[src/rtl/fifo1_arb_pkg.sv]
// rtl/fifo1_arb_pkg.sv - shared sizing and types for the one-entry arbitrated FIFO
package fifo1_arb_pkg;

  localparam int NREQ  = 4;
  localparam int WIDTH = 32;
  localparam int SRC_W = 2;

  typedef logic [SRC_W-1:0] src_t;

endpackage

[src/rtl/rr_pick4.sv]
// rtl/rr_pick4.sv - combinational round-robin pick over four requesters
module rr_pick4
  import fifo1_arb_pkg::*;
(
  input  logic [3:0] req,
  input  src_t       ptr,
  output logic [3:0] grant,
  output src_t       grant_idx
);

  src_t idx;
  logic found;

  // Scan ptr, ptr+1, ... with natural 2-bit wrap; first requester wins.
  always_comb begin
    grant     = '0;
    grant_idx = '0;
    idx       = '0;
    found     = 1'b0;
    for (int k = 0; k < 4; k++) begin
      idx = ptr + src_t'(k);
      if (!found && req[idx]) begin
        found      = 1'b1;
        grant[idx] = 1'b1;
        grant_idx  = idx;
      end
    end
  end

endmodule

[src/rtl/fifo1_arbiter.sv]
// rtl/fifo1_arbiter.sv - one-entry FIFO with round-robin arbitration of four enqueuers
module fifo1_arbiter
  import fifo1_arb_pkg::*;
#(
  parameter int NREQ  = fifo1_arb_pkg::NREQ,
  parameter int WIDTH = fifo1_arb_pkg::WIDTH
) (
  input  logic                  CLK,
  input  logic                  nRST,
  input  logic [NREQ-1:0]       in_enq__REQ,
  input  logic [NREQ-1:0]       in_enq__ENA,
  input  logic [NREQ*WIDTH-1:0] in_enq_v,
  output logic [NREQ-1:0]       in_enq__RDY,
  input  logic                  out_deq__ENA,
  output logic                  out_deq__RDY,
  output logic [WIDTH-1:0]      out_first,
  output src_t                  out_first_src,
  output logic                  out_first__RDY
);

  logic [WIDTH-1:0] element;
  src_t             src;
  src_t             ptr;
  logic             full;

  logic [3:0]       grant;
  src_t             grant_idx;
  logic             enq_fire;
  logic [WIDTH-1:0] slot [NREQ];

  rr_pick4 u_pick (
    .req       (in_enq__REQ),
    .ptr       (ptr),
    .grant     (grant),
    .grant_idx (grant_idx)
  );

  for (genvar i = 0; i < NREQ; i++) begin : g_slot
    assign slot[i] = in_enq_v[i*WIDTH +: WIDTH];
  end

  // Ready is a pure function of state and REQ, never of the strobes.
  assign in_enq__RDY = full ? '0 : grant;
  // Grant is one-hot, so at most one port can fire per cycle.
  assign enq_fire    = |(in_enq__ENA & in_enq__RDY);

  assign out_deq__RDY   = full;
  assign out_first__RDY = full;
  assign out_first      = element;
  assign out_first_src  = src;

  always_ff @(posedge CLK) begin
    if (!nRST) begin
      full    <= 1'b0;
      element <= '0;
      src     <= '0;
      ptr     <= '0;
    end else if (enq_fire) begin
      full    <= 1'b1;
      element <= slot[grant_idx];
      src     <= grant_idx;
      ptr     <= grant_idx + 2'd1;
    end else if (out_deq__ENA && full) begin
      full    <= 1'b0;
    end
  end

endmodule

[config.mk]
export PLATFORM = sky130hd
export DESIGN_NAME = fifo1_arbiter
export DESIGN_NICKNAME = d
export VERILOG_FILES = /design/src/rtl/fifo1_arb_pkg.sv /design/src/rtl/rr_pick4.sv /design/src/rtl/fifo1_arbiter.sv
export SDC_FILE = /design/constraint.sdc
export NUM_CORES = 1
export LEC_CHECK = 0
export BUFFER_PORTS_ARGS = -buffer_cell sky130_fd_sc_hd__buf_2
export CORE_AREA = 2 2 120 122
export CTS_CLUSTER_DIAMETER = 80
export DETAILED_ROUTE_END_ITERATION = 10
export DIE_AREA = 0 0 122 124
export GPL_ROUTABILITY_DRIVEN = 0
export PLACE_DENSITY_LB_ADDON = 0.08
export SYNTH_ARGS = -nofsm -noshare
export SYNTH_HDL_FRONTEND = slang
export SYNTH_HIERARCHICAL = 1
export SYNTH_SLANG_ARGS = --single-unit
export TNS_END_PERCENT = 30
[constraint.sdc]
create_clock -name CLK -period 3.7 [get_ports CLK]
set_input_delay 0.185 -clock CLK [delete_from_list [all_inputs] [get_ports CLK]]
set_output_delay 0.185 -clock CLK [all_outputs]
set_load 0.1 [all_outputs]
==> metrics.yaml, run 1 <==
status:
  status: "finished, final reports clean"
min_path:
  holdCritPathClass: "primary input to flop"
yosys:
  syn_inst: 324
  synth_enable_flop_cells: 0
  synth_top_area_share_pct: 21.9
  ys_async_sr_fraction_pct: 0
  synth_top_cell_by_area: "dfxtp_1"
  netlist_area_sq_um: 3390
  synthDistinctLibCells: 44
  yosysSeqAreaShare_pct: 21.9
  ys_ff_latch: 37
  yosys-top-cells-count: "dfxtp_1 (37), nand3_1 (37), nand4_1 (32), mux4_2 (31)"
  synth_nets: 468
  netlist_top_cells_area: "dfxtp_1 (22%), mux4_2 (21%), o211ai_2 (10%), nand3_2 (8.0%), nand4_1 (5.9%)"
  syn_avg_cell_area_sq_um: 10.4
  ys.warnings.count: 6
  ys.flop_type: "dfxtp_1"
critical_path:
  critPathKind: "flop to flop"
  worstRegToRegCells: 10
  cpPeakStageDelay_ps: 430
  required_ps: 3860
  arrival_ps: 3050
  r2r_slack_ps: 810
  startpoint_type: "flop"
  reg2reg_to: "out_first[9]"
  path_buf_inv: 3
  cp-end-kind: "flop"
  crit_path_max_fanout: 22
  rr_startpoint: "ptr[1]"
  critPathSlowestCell: "buf_4"
  critical_path.cell_chain: "inv_1 > ha_1 > mux4_2 > inv_1 > nand2_1 > a31oi_4 > buf_4 > mux4_2 > o211ai_2 > nand3_2"
  worst-path-stages: 10
  worstSetupEndpoint: "out_first[9]"
  startpoint: "ptr[1]"
  cp_top_family: "multiplexers"
layout:
  nNetsFinal: 619
  n_fill_cell: 1405
  drive_gt1_share_pct: 62.2
  layout.cells.non_filler: 656
  antenna_cells: 0
  syn_to_final_growth_pct: 34.7
detailed_routing:
  first_pass_iters: 4
  drc: 0
  wl_microns: 11700
  ant_nets: 0
  drtIter0Drc: 262
  via_count: 3384
  wire_per_inst_microns: 17.8
  viasPerCell: 5.16
grt:
  track_usage_pct: 14.7
  grt_max_degree: 74
  grt.overflow.total: 0
  antenna_found_initial: 0
  grt_pass1_vias: 3179
  grt_pass1_wl_microns: 17600
sta:
  rsz0062_at_grt: "no"
  skew_ps: 5.21
  setup_viol: 0
  fin_crit_ps: 2890
  slew_viol_final: 0
  min_period_over_period_pct: 78.1
  hold_slack_ps: 173
  tightest_slew_ps: 1210
  fin_setup_tns_ps: 0
  hold_viol_final: 0
  fmax_mhz: 346
  maxSlewHeadroom_pct: 19.0
floorplanning:
  rows: 43
  core-area_sq_um: 13700
  start_util_pct: 24.7
  io_pins: 179
  die_h_microns: 124
  die-area_sq_um: 15100
  dieWidth_microns: 122
cts:
  cts_tree: "yes"
  clock_path_buffers: 2
  clock-root-buffer: "clkbuf_16"
  cts_setup_buffers: 0
  cts_made_buffers: 5
  cts_sinks: 37
  h-tree-depth: 2
  clock_latency_ps: 280
  ctsHoldBuffers: 0
  clk_pin_slew_ps: 60
  ctsResizeCount: 0
placed_design:
  place_hpwl_microns: 8040
  placed_cells: 648
  io_buffers: 178
flow_run:
  maxCapViolCount: 0
worst reg2reg max path, delay by kind of cell, from the launching register on:
kind,cells,cell delay (ps)
buffers and inverters,3,620
DFF,1,330
AOI/OAI and AO/OA,2,490
and+or+nand+nor,2,160
muxes,2,800
adders and majority gates,1,400
cells by family (layout without fill, tap and decap cells):
kind of cell | count (synthesis) | after routing | share of synthesized area (%)
AO/OA/AOI/OAI | 59 | 59 | 17.4
XOR/XNOR | 1 | 1 | 0.259
adder cells (fa/ha/maj) | 5 | 5 | 1.85
buffers and inverters | 47 | 199 | 7.80
flip-flops | 37 | 37 | 21.9
multiplexers | 41 | 41 | 25.5
AND/OR/NAND/NOR | 134 | 134 | 25.3
how the worst min path moves through the flow:
stage                                start               end  cells past startpoint
after floorplan               out_deq__ENA      out_deq__RDY                      2
after global placement    out_first_src[1]  out_first_src[1]                      2
after detailed placement  out_first_src[1]  out_first_src[1]                      2
after CTS                     out_deq__ENA      out_deq__RDY                      3
after global routing          out_deq__ENA      out_deq__RDY                      3
final                         out_deq__ENA      out_deq__RDY                      3
area by class of cell:
cell class	count	area, sq um	area share (%)
tap	180	225	4.94
inverter	3	11.3	0.247
timing repair buffer	188	1000	22.0
clock inverter	1	30.0	0.658
multi-input combinational	240	2410	52.8
clock buffer	7	143	3.13
sequential	37	742	16.3
per-layer routing:
metal / global-route usage [%] / share of wire [%]
met1: 20.1 / 45
met2: 24.8 / 48
met3: 2.20 / 5.9
met4: 2.80 / 0.68
met5: 0 / 0
cell usage in the layout (no fill, tap or decap), drive strengths merged, types with 3 or more instances in the layout:
cell type,netlist,final
buf,26,188
nand3,64,64
dfxtp,37,37
mux4,35,35
nand4,32,32
o211ai,32,32
nand2,18,18
o21ai,8,8
clkbuf,18,7
mux2i,6,6
nor2b,6,6
ha,5,5
a221o,4,4
nand2b,3,3
inv,3,3
nor2,3,3
a22o,3,3
through the flow:
stage	cell area, sq um	worst slack (ps)	utilization, %
6_report	4560	812	33.3
3_5_place_dp	4390	756	32.0
4_1_cts	4560	752	33.3
2_1_floorplan	3390	56.4	-
3_3_place_gp	4390	803	32.0
5_1_grt	4560	589	33.3
registers in the layout, summed over array words and instances (netlist names):
| signal | flops |
|---|---|
| out_deq__RDY | 1 |
| out_first | 32 |
| out_first_src | 2 |
| ptr | 2 |
Power of run 1 is not shown: default switching activity piles up to over one toggle a cycle in this logic, so the estimate is an artifact.
==> run 2, diff against run 1 <==
--- a/config.mk
+++ b/config.mk
@@ -5,11 +5,12 @@
 export SDC_FILE = /design/constraint.sdc
 export NUM_CORES = 1
 export LEC_CHECK = 0
+export ABC_AREA = 1
 export BUFFER_PORTS_ARGS = -buffer_cell sky130_fd_sc_hd__buf_2
-export CORE_AREA = 2 2 120 122
+export CORE_AREA = 2 2 115 117
 export CTS_CLUSTER_DIAMETER = 80
 export DETAILED_ROUTE_END_ITERATION = 10
-export DIE_AREA = 0 0 122 124
+export DIE_AREA = 0 0 117 119
 export GPL_ROUTABILITY_DRIVEN = 0
 export PLACE_DENSITY_LB_ADDON = 0.08
 export SYNTH_ARGS = -nofsm -noshare
==> constraint.sdc (replaced) <==
create_clock -name CLK -period 2.4 [get_ports CLK]
set_input_delay 0.12 -clock CLK [delete_from_list [all_inputs] [get_ports CLK]]
set_output_delay 0.12 -clock CLK [all_outputs]
set_load 0.1 [all_outputs]
==> metrics.yaml, run 2 <==
status:
  status: "finished, final reports clean"
cts:
  cts_sinks: 37
  clock-root-buffer: "clkbuf_16"
  cts_made_buffers: 5
  cts_tree: "yes"
  h-tree-depth: 2
  clock_path_buffers: 2
  clk_pin_slew_ps: 60
  ctsHoldBuffers: 0
  clock_latency_ps: 280
layout:
  largest_reg_flops: 32
  layout.cells.non_filler: 922
  drive_gt1_share_pct: 33.1
  final_util_pct: 35.7
  fin_area_sq_um: 4600
  antenna_cells: 0
  nNetsFinal: 889
  syn_to_final_growth_pct: 46.8
  final_common_cell: "nor2_1"
  final_cell_mix: "nor2_1 (178), buf_2 (174), nand2_1 (130)"
yosys:
  synth_xor_area_share_pct: 0
  synthDistinctLibCells: 27
  synth_enable_flop_cells: 0
  ys_async_sr_fraction_pct: 0
  ys_ff_latch: 37
  yosysMostFrequentCell: "nor2_1"
  synth_top_family_by_area: "simple AND/OR/NAND/NOR gates"
  synth_top_cell_by_area: "dfxtp_1"
  syn_avg_cell_area_sq_um: 5.46
  ys.warnings.count: 6
  yosysSeqAreaShare_pct: 23.7
  yosys-top-cells-count: "nor2_1 (182), nand2_1 (130), inv_1 (57), o21ai_0 (55), dfxtp_1 (37)"
  netlist_top_cells_area: "dfxtp_1 (24%), nor2_1 (22%), nand2_1 (16%), o21ai_0 (8.8%), inv_1 (6.8%)"
  synthSimpleGateAreaFrac_pct: 48.8
  yosys.area_share.adder_pct: 2.00
  synth_top_area_share_pct: 23.7
  ys.flop_type: "dfxtp_1"
  synth_nets: 718
  synth_compound_area_share_pct: 12.2
  syn_inst: 574
  synth_mux_area_share_pct: 0
  netlist_area_sq_um: 3130
placed_design:
  placed_cells: 913
  placed_cell_area_sq_um: 4320
  io_buffers: 178
  place_hpwl_microns: 8180
critical_path:
  startpoint_type: "flop"
  cp-end-kind: "flop"
  critical_path.cell_chain: "inv_2 > ha_4 > inv_1 > nand2_1 > nand2_2 > nor2_4 > buf_12 > nand4_1 > nand3_1 > nand3_2 > nand2_2 > nor2_8 > buf_4 > o21ai_0 > nor2_1"
  cp_common_cell: "nand2_2"
  arrival_ps: 2370
  required_ps: 2570
  path_buf_inv: 4
  critPathSlowestCell: "dfxtp_1"
  cpPeakStageDelay_ps: 350
  crit_path_max_fanout: 11
  critPathKind: "flop to flop"
  cp_top_family: "simple AND/OR/NAND/NOR gates"
grt:
  met2_usage_pct: 23.6
  grt_max_degree: 36
  grt_pass1_vias: 3491
  grt.busiest_layer: "met2"
  grt_pass1_wl_microns: 16300
  antenna_found_initial: 0
  gr-usage-met1_pct: 18.7
  groute.layer.met3.usage_pct: 4.17
  grt.overflow.total: 0
  track_usage_pct: 14.4
sta:
  rsz0062_at_grt: "no"
  fin_crit_ps: 2200
  setup_viol: 0
  slew_viol_final: 0
  tightest_slew_ps: 614
  min_period_over_period_pct: 91.6
  maxSlewHeadroom_pct: 59.1
  fmax_mhz: 455
  skew_ps: 6.17
  hold_viol_final: 0
detailed_routing:
  wire_per_inst_microns: 11.3
  via_count: 3901
  drc: 0
  first_pass_iters: 6
  ant_nets: 0
  drtIter0Drc: 121
  wl_microns: 10400
  viasPerCell: 4.23
floorplanning:
  core-area_sq_um: 12900
  dieWidth_microns: 117
  rows: 42
  die_h_microns: 119
  io_pins: 179
  start_util_pct: 24.3
  die-area_sq_um: 13900
flow_run:
  maxCapViolCount: 0
min_path:
  holdCritPathClass: "primary input to flop"
==> run 2: through the flow <==
stage / TNS [ps] / hold slack [ps] / worst slack, ps
after floorplan: 0 / 317 / 58.5
after global placement: 0 / 426 / 100
after detailed placement: -9.56 / 413 / -9.00
after CTS: 0 / 126 / 49.0
after global routing: 0 / 157 / 28.7
final: 0 / 131 / 202
==> run 2: final timing paths <==
check                     start               end  slack, ps  cells after the start
setup / recovery         ptr[1]  out_first_src[1]        200                     15
hold / removal     out_deq__ENA      out_deq__RDY        130                      4
setup reg to reg         ptr[1]  out_first_src[1]        200                     15
hold reg to reg   out_first[14]     out_first[14]        470                      2
==> run 2: layout make-up <==
class,count,area [sq um]
sequential,37,742
multi-input combinational,444,2050
timing repair buffer,195,1180
clock buffer,6,139
fill,1464,8280
tap,176,220
inverter,62,233
clock inverter,2,37.5
==> run 2: layer usage <==
metal	wire [microns]	vias to the layer above
met2	4620	145
met1	4800	1657
met3	900	8
met4	91	0
met5	0	-
li1	-	2091
==> run 2: cells by family (layout without fill, tap and decap cells) <==
family | count (synthesis) | count (layout)
simple gates | 366 | 366
buf+inv | 93 | 265
compound gates | 73 | 73
flops | 37 | 37
fa+ha+maj | 5 | 5
==> run 2: what timing repair did <==
item	CTS	global route
setup buffers	1	0
setup endpoints to repair	2	40
pin swaps	1	3
gates resized for setup	1	25
==> run 2: tightest hold or removal path: stages <==
cell	delay, ps
buf_2	70
nor2_1	40
nor2_1	90
nor2_1	40
Power of run 2 is left out for the same reason.
